## src/rtl/uart_tx_buffered_if.sv

```systemverilog
// Byte-producer side of the buffered UART transmitter: write strobe, FIFO status and line outputs.
// master = producer/testbench, slave = the transmitter.
interface uart_tx_buffered_if #(
    parameter int FIFO_DEPTH = 8
);
    localparam int CW = $clog2(FIFO_DEPTH) + 1;

    logic [7:0]    din;
    logic          wr_en;
    logic          full;
    logic [CW-1:0] fifo_count;
    logic          overflow;
    logic          tx;
    logic          tx_busy;

    modport master (
        output din, wr_en,
        input  full, fifo_count, overflow, tx, tx_busy
    );

    modport slave (
        input  din, wr_en,
        output full, fifo_count, overflow, tx, tx_busy
    );
endinterface

```

## src/rtl/uart_tx_buffered.sv

```systemverilog
// Buffered UART transmitter: byte FIFO feeding an 8N1/8N2 serialiser.
// tx and tx_busy are registered from the current FSM state, so both trail the state by one clock.
module uart_tx_buffered #(
    parameter int CLKS_PER_BIT = 434,
    parameter int FIFO_DEPTH   = 8,
    parameter int STOP_BITS    = 1
) (
    input  logic              clk_50m,
    input  logic              rst_n,
    uart_tx_buffered_if.slave bus
);
    localparam int AW = $clog2(FIFO_DEPTH);
    localparam int CW = AW + 1;
    localparam logic [15:0] BAUD_LAST = 16'(CLKS_PER_BIT - 1);
    localparam logic [2:0]  STOP_LAST = 3'(STOP_BITS - 1);

    typedef enum logic [1:0] {IDLE, START, DATA, STOP} state_e;

    logic [7:0]    mem_q [FIFO_DEPTH];
    logic [AW-1:0] wr_ptr_q, rd_ptr_q;
    logic [CW-1:0] count_q, count_d;
    logic          full, empty, push, pop;
    logic          overflow_q;

    state_e        state_q, state_d;
    logic [15:0]   baud_q, baud_d;
    logic [2:0]    bit_q, bit_d;
    logic [7:0]    shift_q, shift_d;
    logic          tx_q, tx_d;
    logic          busy_q, busy_d;
    logic          baud_done;

    // full/empty come from the registered count, so a same-edge pop never frees a slot for a write
    assign full      = (count_q == CW'(FIFO_DEPTH));
    assign empty     = (count_q == '0);
    assign push      = bus.wr_en && !full;
    assign baud_done = (baud_q == BAUD_LAST);

    always_comb begin
        count_d = count_q;
        unique case ({push, pop})
            2'b10:   count_d = count_q + CW'(1);
            2'b01:   count_d = count_q - CW'(1);
            default: count_d = count_q;
        endcase
    end

    always_ff @(posedge clk_50m) begin
        if (push) mem_q[wr_ptr_q] <= bus.din;
    end

    always_ff @(posedge clk_50m or negedge rst_n) begin
        if (!rst_n) begin
            wr_ptr_q   <= '0;
            rd_ptr_q   <= '0;
            count_q    <= '0;
            overflow_q <= 1'b0;
        end else begin
            if (push) wr_ptr_q <= wr_ptr_q + AW'(1);
            if (pop)  rd_ptr_q <= rd_ptr_q + AW'(1);
            count_q    <= count_d;
            overflow_q <= bus.wr_en && full;
        end
    end

    always_comb begin
        state_d = state_q;
        baud_d  = baud_q;
        bit_d   = bit_q;
        shift_d = shift_q;
        pop     = 1'b0;
        unique case (state_q)
            IDLE: begin
                if (!empty) begin
                    pop     = 1'b1;
                    shift_d = mem_q[rd_ptr_q];
                    baud_d  = '0;
                    bit_d   = '0;
                    state_d = START;
                end
            end
            START: begin
                if (baud_done) begin
                    baud_d  = '0;
                    bit_d   = '0;
                    state_d = DATA;
                end else begin
                    baud_d = baud_q + 16'd1;
                end
            end
            DATA: begin
                if (baud_done) begin
                    baud_d  = '0;
                    shift_d = {1'b0, shift_q[7:1]};
                    bit_d   = bit_q + 3'd1;
                    if (bit_q == 3'd7) begin
                        bit_d   = '0;
                        state_d = STOP;
                    end
                end else begin
                    baud_d = baud_q + 16'd1;
                end
            end
            STOP: begin
                // bit_q counts stop bits here
                if (baud_done) begin
                    baud_d = '0;
                    if (bit_q == STOP_LAST) state_d = IDLE;
                    else                    bit_d   = bit_q + 3'd1;
                end else begin
                    baud_d = baud_q + 16'd1;
                end
            end
            default: state_d = IDLE;
        endcase
    end

    always_comb begin
        tx_d = 1'b1;
        unique case (state_q)
            START:   tx_d = 1'b0;
            DATA:    tx_d = shift_q[0];
            default: tx_d = 1'b1;
        endcase
        busy_d = (state_q != IDLE) || !empty;
    end

    always_ff @(posedge clk_50m or negedge rst_n) begin
        if (!rst_n) begin
            state_q <= IDLE;
            baud_q  <= '0;
            bit_q   <= '0;
            shift_q <= '0;
            tx_q    <= 1'b1;
            busy_q  <= 1'b0;
        end else begin
            state_q <= state_d;
            baud_q  <= baud_d;
            bit_q   <= bit_d;
            shift_q <= shift_d;
            tx_q    <= tx_d;
            busy_q  <= busy_d;
        end
    end

    assign bus.full       = full;
    assign bus.fifo_count = count_q;
    assign bus.overflow   = overflow_q;
    assign bus.tx         = tx_q;
    assign bus.tx_busy    = busy_q;
endmodule

```

## src/flat_wrapper.sv

```systemverilog
// flat-port wrapper written by rule: the top's interface ports become plain ports
module uart_tx_buffered_flat 
#(
    parameter int CLKS_PER_BIT = 434,
    parameter int FIFO_DEPTH   = 8,
    parameter int STOP_BITS    = 1
)
  (clk_50m, rst_n, bus_din, bus_wr_en, bus_full, bus_fifo_count, bus_overflow, bus_tx, bus_tx_busy);
  uart_tx_buffered_if #(.FIFO_DEPTH(FIFO_DEPTH)) bus_i ();
  input  logic clk_50m;
  input  logic rst_n;
  input wire logic [$bits(bus_i.din)-1:0] bus_din;
  input wire logic [$bits(bus_i.wr_en)-1:0] bus_wr_en;
  output wire logic [$bits(bus_i.full)-1:0] bus_full;
  output wire logic [$bits(bus_i.fifo_count)-1:0] bus_fifo_count;
  output wire logic [$bits(bus_i.overflow)-1:0] bus_overflow;
  output wire logic [$bits(bus_i.tx)-1:0] bus_tx;
  output wire logic [$bits(bus_i.tx_busy)-1:0] bus_tx_busy;
  assign bus_i.din = bus_din;
  assign bus_i.wr_en = bus_wr_en;
  assign bus_full = bus_i.full;
  assign bus_fifo_count = bus_i.fifo_count;
  assign bus_overflow = bus_i.overflow;
  assign bus_tx = bus_i.tx;
  assign bus_tx_busy = bus_i.tx_busy;
  uart_tx_buffered #(.CLKS_PER_BIT(CLKS_PER_BIT), .FIFO_DEPTH(FIFO_DEPTH), .STOP_BITS(STOP_BITS)) u_core (.clk_50m(clk_50m), .rst_n(rst_n), .bus(bus_i));
endmodule
```

## config.mk

```make
export PLATFORM = sky130hd
export DESIGN_NAME = uart_tx_buffered_flat
export DESIGN_NICKNAME = d
export VERILOG_FILES = /design/src/rtl/uart_tx_buffered_if.sv /design/src/rtl/uart_tx_buffered.sv /design/src/flat_wrapper.sv
export SDC_FILE = /design/constraint.sdc
export NUM_CORES = 1
export LEC_CHECK = 0
export CAP_MARGIN = 20
export CORE_ASPECT_RATIO = 1.75
export CORE_MARGIN = 5
export CORE_UTILIZATION = 29
export DETAILED_ROUTE_END_ITERATION = 8
export GPL_TIMING_DRIVEN = 0
export SLEW_MARGIN = 5
export SYNTH_ARGS = -nofsm -noshare
export SYNTH_HDL_FRONTEND = slang
export SYNTH_SLANG_ARGS = --single-unit
export TNS_END_PERCENT = 30
```

## constraint.sdc

```tcl
create_clock -name clk_50m -period 4.6 [get_ports clk_50m]
set_input_delay 0.92 -clock clk_50m [delete_from_list [all_inputs] [get_ports clk_50m]]
set_output_delay 0.92 -clock clk_50m [all_outputs]
set_load 0.005 [all_outputs]
```

==> impl_summary.txt <==
----------------------------------------------------
[Timing]
  Maximum achievable frequency ... 0.350 GHz
  RSZ-0062 raised after global routing ... false
  Worst relative slew slack ... 39.1%
  Number of endpoints failing setup at the final stage ... 0
  Final clock period utilization by the worst path ... 62.1%
  Final worst path period need ... 2.86 ns
  Number of max-slew violations in the final report ... 0
  Setup skew after layout ... 0.0102 ns
  Final hold violation count ... 0
  Smallest hold slack ... 0.502 ns
  Worst-Margin Slew ... 0.910 ns
  Setup TNS Final ... 0 ns

[Clock network]
  Clock insertion delay at the later pin of the skew report ... 0.35 ns
  Number of clock buffers inserted by TritonCTS ... 9
  Number of gates resized after cts ... 0
  Sink count of the clock tree ... 106
  CTS max path bufs ... 2
  Root Buffer Master ... sky130_fd_sc_hd__clkbuf_16
  H-tree Lvls ... 3
  Buffer count from post-CTS setup fixing ... 0
  Clock-pin slew of the registers on the worst-case setup and hold paths ... 0.08 ns
  CTS hold repair buffers ... 0
  CTS tree ... yes

[Yosys]
  Post-synth top area cell ... sky130_fd_sc_hd__edfxtp_1
  Area share of the largest cell type after synthesis ... 39.3%
  Synthesized area ... 0.00489 mm²
  Top_reg_cell synth ... sky130_fd_sc_hd__edfxtp_1
  Number of library cell types mapped by synthesis ... 56
  Top cells by area, synth ... sky130_fd_sc_hd__edfxtp_1, sky130_fd_sc_hd__dfrtp_1, sky130_fd_sc_hd__mux4_2, sky130_fd_sc_hd__ha_1, sky130_fd_sc_hd__nand2_1
  Synth Area per Inst ... 14.2 µm²
  Post-synthesis async set-or-reset flop share ... 39.6%
  Count of yosys warnings during synthesis ... 0
  Number of enable-type register cells in the synthesized netlist ... 64
  Post-synth net total ... 371
  Flops & latches, synth ... 106
  Fraction of the yosys area taken by sequential cells ... 60.8%
  Gate count after technology mapping ... 345

[Placement]
  GPL Wtd Cong ... 0.799
  Number of placed cells counting well taps ... 589
  Detailed-placement wirelength estimate ... 6840 µm
  # port buffers ... 18

[Critical path]
  Largest fanout of any net on the critical path ... 7
  Required arrival time at the worst endpoint ... 3.68 ns
  Critical path arrival ... 1.94 ns
  CP endpoint kind ... primary output
  Kind of start point of the critical path ... flop
  Crit Path Category ... flop to primary output

[Global route]
  Via count of the first global-routing pass ... 3,089
  Congestion Overflow GR ... 0
  Global router's overall resource usage ... 10.5%
  First-pass GRT wire length ... 16,100 µm
  Initial antenna violation count ... 0
  Largest net degree at the start of global routing ... 24

[Drt]
  Routed wire per std cell ... 15.9 µm
  Number of iterations in the first detailed-routing pass ... 4
  Total Routed Length ... 9600 µm
  Number of remaining DRC errors ... 0
  Total via count in the routed design ... 2,921
  Via-per-instance ratio ... 4.83
  Iter 0 DRT Violations ... 138
  Antenna violation net count after detailed routing ... 0

[Floorplan]
  Effective utilization at floorplan ... 29.6%
  Ports placed on the boundary ... 19
  Die X ... 108 µm
  Vert. Die Dim ... 182 µm
  Placement Rows ... 62
  Die footprint ... 0.0197 mm²
  CORE AREA ... 0.0165 mm²

[Hold path]
  Path category of the worst min-delay check ... flop to flop

[Cells and area]
  Ant diodes ... 0
  Leading cell type in the layout, fill and taps excluded ... sky130_fd_sc_hd__edfxtp_1
  Layout Area Growth over Synthesis ... 16.9%
  Share of final-layout standard cells stronger than drive strength 1 ... 17.1%
  Net count of the finished layout ... 402
  Commonest non-fill, non-tap cells in the layout ... sky130_fd_sc_hd__edfxtp_1, sky130_fd_sc_hd__dfrtp_1, sky130_fd_sc_hd__nand2_1
  Cell Count, Final, Fillers Out ... 605

[Pwr]
  Part of the total power dissipated in sequential elements ... 40.0%
  Power density over the cells ... 598 mW/mm²
  Clk pwr share ... 24.3%
  Proportion of power drawn by combinational gates ... 35.7%
  Switching Fraction ... 34.0%
  Internal power summed over all cells ... 2260 µW
  Switching power total ... 1160 µW
  LEAKAGE ... 0.00213 µW
  Maximum resistive drop on vdd ... 0.226 mV

[Job]
  # Max-Cap Violations ... 0

[Run status]
  Status ... finished clean

----------------------------------------------------
==> kinds of logic after synthesis <==
group / count (synthesis) / share of synthesized area, %
AOI/OAI and AO/OA: 57 / 9.16
buffers and inverters: 35 / 3.89
muxes: 28 / 9.90
and+or+nand+nor: 97 / 11.1
xor gates and xnor gates: 7 / 1.25
adders and majority gates: 15 / 3.84
DFF: 106 / 60.8
==> power groups by stage <==
stage	Sequential, µW	Clock (µW)	Combinational, µW
after floorplan	1350	0	924
after global placement	1370	0	1210
after detailed placement	1390	0	1250
after CTS	1370	851	1250
after global routing	1390	889	1370
final	1370	829	1220
==> routing by layer <==
metal | GRT usage (%) | up-vias | share of wire [%]
met4 | 3.84 | 0 | 1.7
li1 | - | 1376 | -
met2 | 19.5 | 30 | 56
met1 | 11.4 | 1499 | 40
met5 | 0 | - | 0
met3 | 2.31 | 16 | 2.3
==> worst paths after layout <==
path                                          start                        to  slack (ns)  depth (start not counted)
max                        u_core.bus.fifo_count[0]                  bus_full        1.74                          3
min                                u_core.baud_q[5]          u_core.baud_q[5]        0.50                          1
max reg2reg                u_core.bus.fifo_count[0]  u_core.bus.fifo_count[2]        2.04                         11
min reg2reg                        u_core.baud_q[5]          u_core.baud_q[5]        0.50                          1
max in group asynchronous                     rst_n             u_core.bus.tx        3.46                          2
min in group asynchronous                     rst_n          u_core.baud_q[8]        0.56                          1
==> stage by stage <==
| step | worst slack, ns | power [µW] | util (%) | instance area (µm²) |
|---|---|---|---|---|
| 2_1_floorplan | 2.14 | 2270 | - | 4890 |
| 3_3_place_gp | 1.05 | 2580 | 32.4 | 5350 |
| 3_5_place_dp | 1.45 | 2630 | 32.6 | 5390 |
| 4_1_cts | 1.70 | 3470 | 34.6 | 5720 |
| 5_1_grt | 1.66 | 3650 | 34.6 | 5720 |
| 6_report | 1.74 | 3420 | 34.6 | 5720 |
==> sequential cells by signal, summed over array words and instances, names as in the netlist, 2 cells and up <==
register and cells:
u_core.shift_q 8, u_core.baud_q 16, u_core.rd_ptr_q 3, u_core.wr_ptr_q 3, u_core.mem_q 64, u_core.bus.fifo_count 4
u_core.bit_q 3, u_core.state_q 2
==> synth_stat cells (3+ instances only) <==
cell type                  instances
sky130_fd_sc_hd__mux2i_1           9
sky130_fd_sc_hd__dfrtp_1          41
sky130_fd_sc_hd__nand2_1          28
sky130_fd_sc_hd__xor2_1            3
sky130_fd_sc_hd__inv_1            12
sky130_fd_sc_hd__a221o_1           8
sky130_fd_sc_hd__and3_1            5
sky130_fd_sc_hd__nand2b_1          6
sky130_fd_sc_hd__and2_1            3
sky130_fd_sc_hd__ha_1             15
sky130_fd_sc_hd__a21oi_1           8
sky130_fd_sc_hd__nor3_1            4
sky130_fd_sc_hd__clkbuf_1          8
sky130_fd_sc_hd__xnor2_1           4
sky130_fd_sc_hd__nor2_1           17
sky130_fd_sc_hd__a31oi_1          12
sky130_fd_sc_hd__o211ai_1          3
sky130_fd_sc_hd__buf_2             5
sky130_fd_sc_hd__nand3_1           9
sky130_fd_sc_hd__edfxtp_1         64
sky130_fd_sc_hd__and4_1            5
sky130_fd_sc_hd__a41oi_1           4
sky130_fd_sc_hd__o21ai_0           7
sky130_fd_sc_hd__buf_4             3
sky130_fd_sc_hd__nand3b_1          3
sky130_fd_sc_hd__buf_6             5
sky130_fd_sc_hd__mux4_2           16
==> worst max-delay path, cell delays in order (launching register included) <==
cell	delay (ns)
sky130_fd_sc_hd__dfrtp_1	0.40
sky130_fd_sc_hd__buf_4	0.18
sky130_fd_sc_hd__nor4b_1	0.42
sky130_fd_sc_hd__clkdlybuf4s50_1	0.59
==> area by class of cell <==
type | count | area (µm²)
fill | 1581 | 10800
inverter | 13 | 51.3
multi-input combinational | 204 | 1740
tap | 224 | 280
clock buffer | 9 | 225
clock inverter | 7 | 100
sequential | 106 | 2970
buffer | 22 | 139
timing repair buffer | 20 | 210
No activity file was read; power rests on OpenSTA's default activity.
